## src/rtl/ice40_ram_fifo_ctrl.sv

```systemverilog
// ice40_ram_fifo_ctrl
//   Single-clock FIFO controller for one SB_RAM40_4K in 256x16 mode
//   (READ_MODE=0, WRITE_MODE=0). It drives the RAM write/read ports and
//   hides the 1-cycle read latency behind a 2-entry output buffer
//   (head + skid), so one word per cycle can stream out.
//
// Ports
//   CLK, ASYNCRESETN        : clock, asynchronous active-low reset
//   in_data/in_valid/in_ready     : write side (ready/valid)
//   out_data/out_valid/out_ready  : read side (ready/valid)
//   count                   : words held (RAM + in-flight read + buffer)
//   ram_WADDR/WDATA/WE/WCLKE/MASK : to RAM write port
//   ram_RADDR/RE/RCLKE      : to RAM read port
//   ram_RDATA               : from RAM, valid the cycle after ram_RE=1
module ice40_ram_fifo_ctrl #(
  parameter int unsigned DATA_WIDTH = 16,
  parameter int unsigned ADDR_WIDTH = 8
) (
  input  logic                  CLK,
  input  logic                  ASYNCRESETN,
  input  logic [DATA_WIDTH-1:0] in_data,
  input  logic                  in_valid,
  output logic                  in_ready,
  output logic [DATA_WIDTH-1:0] out_data,
  output logic                  out_valid,
  input  logic                  out_ready,
  output logic [ADDR_WIDTH:0]   count,
  output logic [10:0]           ram_WADDR,
  output logic [DATA_WIDTH-1:0] ram_WDATA,
  output logic                  ram_WE,
  output logic                  ram_WCLKE,
  output logic [15:0]           ram_MASK,
  output logic [10:0]           ram_RADDR,
  output logic                  ram_RE,
  output logic                  ram_RCLKE,
  input  logic [DATA_WIDTH-1:0] ram_RDATA
);

  localparam logic [ADDR_WIDTH:0] DEPTH  = {1'b1, {ADDR_WIDTH{1'b0}}};
  localparam logic [ADDR_WIDTH:0] PTR_ONE = {{ADDR_WIDTH{1'b0}}, 1'b1};

  // Pointers carry a wrap bit so full/empty of the RAM region is unambiguous.
  logic [ADDR_WIDTH:0]   r_wptr;
  logic [ADDR_WIDTH:0]   r_rptr;
  logic [ADDR_WIDTH:0]   r_count;
  logic                  r_pend;   // a RAM read was issued last cycle
  logic [1:0]            r_occ;    // output buffer occupancy, 0..2
  logic [DATA_WIDTH-1:0] r_head;
  logic [DATA_WIDTH-1:0] r_skid;

  logic                  w_push;
  logic                  w_pop;
  logic [ADDR_WIDTH:0]   w_ram_lvl;
  logic [2:0]            w_occ_next;
  logic                  w_re;

  // in_ready depends only on registered count and reset, never on out_ready.
  assign in_ready  = ASYNCRESETN & (r_count < DEPTH);
  assign w_push    = in_valid & in_ready;
  assign out_valid = (r_occ != 2'd0);
  assign w_pop     = out_valid & out_ready;
  assign out_data  = r_head;
  assign count     = r_count;

  // Only writes committed in earlier cycles are visible to the read side,
  // so a same-address read/write in one cycle cannot happen.
  assign w_ram_lvl = r_wptr - r_rptr;

  // Buffer slots already spoken for after this cycle; a read is issued only
  // when the result is guaranteed a slot, keeping occ + pend <= 2.
  assign w_occ_next = {1'b0, r_occ} + {2'b00, r_pend} - {2'b00, w_pop};
  assign w_re       = (w_ram_lvl != '0) & (w_occ_next < 3'd2);

  assign ram_WE    = w_push;
  assign ram_WADDR = 11'(r_wptr[ADDR_WIDTH-1:0]);
  assign ram_WDATA = in_data;
  assign ram_WCLKE = 1'b1;
  assign ram_MASK  = '0;
  assign ram_RE    = w_re;
  assign ram_RADDR = 11'(r_rptr[ADDR_WIDTH-1:0]);
  assign ram_RCLKE = 1'b1;

  always_ff @(posedge CLK or negedge ASYNCRESETN) begin
    if (!ASYNCRESETN) begin
      r_wptr  <= '0;
      r_rptr  <= '0;
      r_count <= '0;
      r_pend  <= 1'b0;
      r_occ   <= 2'd0;
      r_head  <= '0;
      r_skid  <= '0;
    end else begin
      if (w_push) r_wptr <= r_wptr + PTR_ONE;
      if (w_re)   r_rptr <= r_rptr + PTR_ONE;
      r_pend <= w_re;
      r_occ  <= w_occ_next[1:0];

      case ({w_push, w_pop})
        2'b10:   r_count <= r_count + PTR_ONE;
        2'b01:   r_count <= r_count - PTR_ONE;
        default: r_count <= r_count;
      endcase

      // A pop from a full buffer promotes the skid word to head.
      if (w_pop && (r_occ == 2'd2)) r_head <= r_skid;

      // Returning RAM data lands in head if head is free (or being freed
      // this cycle with nothing behind it), otherwise in the skid slot.
      // occ is at most 1 whenever pend is set, so this never collides
      // with the skid promotion above.
      if (r_pend) begin
        if ((r_occ == 2'd0) || ((r_occ == 2'd1) && w_pop)) r_head <= ram_RDATA;
        else                                                r_skid <= ram_RDATA;
      end
    end
  end

endmodule

```

## config.mk

```make
export PLATFORM = sky130hd
export DESIGN_NAME = ice40_ram_fifo_ctrl
export DESIGN_NICKNAME = d
export VERILOG_FILES = /design/src/rtl/ice40_ram_fifo_ctrl.sv
export SDC_FILE = /design/constraint.sdc
export NUM_CORES = 1
export LEC_CHECK = 0
export ABC_AREA = 1
export CAP_MARGIN = 30
export CORE_MARGIN = 4
export CORE_UTILIZATION = 51
export DETAILED_ROUTE_END_ITERATION = 10
export PLACE_DENSITY_LB_ADDON = 0.15
export SLEW_MARGIN = 25
export SYNTH_ARGS = -nofsm -noshare
export SYNTH_HDL_FRONTEND = slang
export SYNTH_SLANG_ARGS = --single-unit
```

## constraint.sdc

```tcl
create_clock -name CLK -period 4.8 [get_ports CLK]
set_input_delay 0.96 -clock CLK [delete_from_list [all_inputs] [get_ports CLK]]
set_output_delay 0.96 -clock CLK [all_outputs]
set_load 0.05 [all_outputs]
```

==> flow_summary.ini <==
[finish]
layout_common_cells = nand2_1 (121), inv_1 (80), dfrtp_1 (62), clkdlybuf4s50_1 (62), o21ai_0 (37)
fin_cells = 649
num_antenna_cells = 0
nFillCells = 708
finalNetCount = 600
area_delta_synth_final_pct = 15.9
drive_above_1_share = 0.0658
layout_commonest_cell = nand2_1

[critical_path]
critPathMaxFanout = 9
crit_start = out_ready
end_kind = output port
crit_chain = clkdlybuf4s50_1 -> inv_1 -> nor2_1 -> ha_1 -> inv_1 -> ha_1 -> fa_1 -> nor3b_4 -> nand2_2 -> inv_1 -> buf_12
crit_buf_inv = 5
worstPathRequired_ns = 3.84
cp_slowest_stage_delay_ns = 0.50
cp_slowest_cell = clkdlybuf4s50_1
crit_type = in2out
worst_ep_arrival_time_ns = 3.29
crit_top_cell = inv_1
cp_top_family = buffers and inverters
r2r_start = r_occ[1]$_DFF_PN0_
setup.worst_path.start_class = primary input

[timing]
skew_ns = 0.0119
min_period_ns = 4.25
fin_crit_sh = 0.886
setup-tns-final_ns = 0
relSlewSlack = 0.477
finalMaxSlewViolations = 0
clock.fmax_mhz = 235
rsz0062_at_grt = no
hold_violations = 0
finalSetupViolations = 0
tightestPinTransition_ns = 0.785

[flow_run]
max_cap_violations = 0

[min_path]
hold_start = r_skid[10]$_DFFE_PN0P_
worstHoldPathType = reg2reg

[clock_tree]
root_buffer = clkbuf_8
postCtsSetupBuffers = 0
cts_buffers = 9
clock_latency_ns = 0.34
clk_pin_slew_worst_paths_ns = 0.07
cts_tree = done
cts_hold_buf = 0
htreeDepth = 3
cts.sinks = 62
cts-resized-gates = 0
clk_path_buf_depth = 2

[synthesis]
avgSynthCellArea_um2 = 7.90
yosys_most_used_dff = dfrtp_1
synthCells = 507
synth-edff-count = 0
ys_ff_latch = 62
ys_types = 33
synthArstFlopShare = 1.00
ys_warn_count = 0
seq_area_frac_synth = 0.388
syn_area_um2 = 4000

[global_routing]
grt_pass1_vias = 3019
gr-total-overflow = 0
antenna_found_initial = 0
grt_max_degree = 63
grt_pass1_wl_um = 13600
gr-usage-all-layers = 0.173

[power_and_ir_drop]
irDropWorstVdd_v = 0.000418
p_clk_frac = 0.122
power.leakage_uw = 0.00242
power_density_nw_per_um2 = 816
p_seq_frac = 0.254
p_int_uw = 1840
p_switching_uw = 1950
p_comb_frac = 0.624
swShare = 0.515

[routing]
drc = 0
drtAntennaViolNets = 0
dr_total_vias = 3073
drt_iter0_drc = 104
dr.pass1.iters = 4
totalWireLength_um = 7940
viasPerCell = 4.73
wl_per_cell_um = 12.2

[place]
hpwl_um = 5630
portBuffers = 64
place.gp.congestion = 0.897
place_inst = 631

[die]
dieArea_um2 = 9330
die_x_um = 96.6
initial_utilization = 0.521
num_rows = 32
core_area_um2 = 7690
die_y_um = 96.6
num_io_pins = 121

[run_status]
status = completed
==> routing by layer <==
| layer | GRT usage | share of wire | up-vias |
|---|---|---|---|
| met4 | 0.0713 | 0.014 | 0 |
| met5 | 0 | 0 | - |
| met3 | 0.0411 | 0.042 | 12 |
| li1 | - | - | 1591 |
| met2 | 0.282 | 0.47 | 70 |
| met1 | 0.222 | 0.47 | 1400 |
==> through the flow <==
step                setup slack, ns  hold WS, ns  power (uW)  instance area [um^2]  utilization
detailed placement            0.528        0.473        3310                  4410        0.574
global route                  0.370        0.518        4100                  4640        0.604
CTS                           0.528        0.491        3800                  4610        0.600
global placement              0.622        0.465        3270                  4410        0.574
finish                        0.547        0.486        3790                  4640        0.604
floorplan                     0.967        0.454        2760                  4090            -
==> cell type report <==
type                       instances  area [um^2]  area share
clock buffer                       9          124      0.0267
clock inverter                     7         73.8      0.0159
inverter                          80          300      0.0647
multi-input combinational        320         1760       0.380
sequential                        62         1550       0.334
tap                              102          128      0.0275
timing repair buffer              69          698       0.150
==> power by group through the flow <==
stage | Combinational, uW | Sequential (uW) | Clock [uW]
CTS | 2360 | 964 | 475
global placement | 2300 | 964 | 0
global route | 2610 | 995 | 498
floorplan | 1460 | 1300 | 0
finish | 2360 | 962 | 461
detailed placement | 2340 | 970 | 0
==> sequential cells by signal, indices dropped and copies added (netlist names) <==
| signal | cells |
|---|---|
| count | 9 |
| r_occ | 2 |
| r_pend | 1 |
| r_rptr | 9 |
| out_data | 16 |
| r_skid | 16 |
| r_wptr | 9 |
==> cells in the mapped netlist, types with 2 or more instances <==
cell type,count,share of area
nor2_1,14,0.013
a21oi_1,8,0.010
nand2_1,121,0.11
o211ai_1,16,0.030
clkbuf_1,8,0.0075
nor2_2,3,0.0047
fa_1,2,0.010
dfrtp_1,62,0.39
inv_1,80,0.075
o21ai_0,37,0.046
nand4_1,7,0.011
ha_1,20,0.063
buf_4,56,0.10
nand2_2,5,0.0078
conb_1,2,0.0019
nand3b_1,2,0.0037
nor3_1,2,0.0025
xnor2_1,3,0.0066
xor2_1,18,0.039
nand3_1,28,0.035
==> cells by family (layout without fill, tap and decap cells) <==
group                      after synthesis  in the layout  synth area share
AOI/OAI and AO/OA                       66             66            0.0956
buffers and inverters                  147            165             0.192
xor gates and xnor gates                21             21            0.0459
other                                    2             24           0.00188
and+or+nand+nor                        187            187             0.204
adders and majority gates               22             22            0.0725
DFF                                     62             62             0.388
==> final timing paths <==
path                                          end  slack, ns  cells past startpoint
max                                        ram_RE       0.55                     11
min                        r_skid[10]$_DFFE_PN0P_       0.49                      2
max reg2reg                 r_rptr[6]$_DFFE_PN0P_       2.20                     13
min reg2reg                r_skid[10]$_DFFE_PN0P_       0.49                      2
max in group asynchronous      r_occ[0]$_DFF_PN0_       3.47                      2
min in group asynchronous   r_wptr[4]$_DFFE_PN0P_       0.81                      2
==> worst reg2reg max path, delay by kind of cell (launching register included) <==
family,cells,cell delay [ns]
adder cells (fa/ha/maj),3,0.95
buffers and inverters,2,0.23
flip-flops,1,0.42
AND/OR/NAND/NOR,8,0.89
No activity file was read; power rests on OpenSTA's default activity.
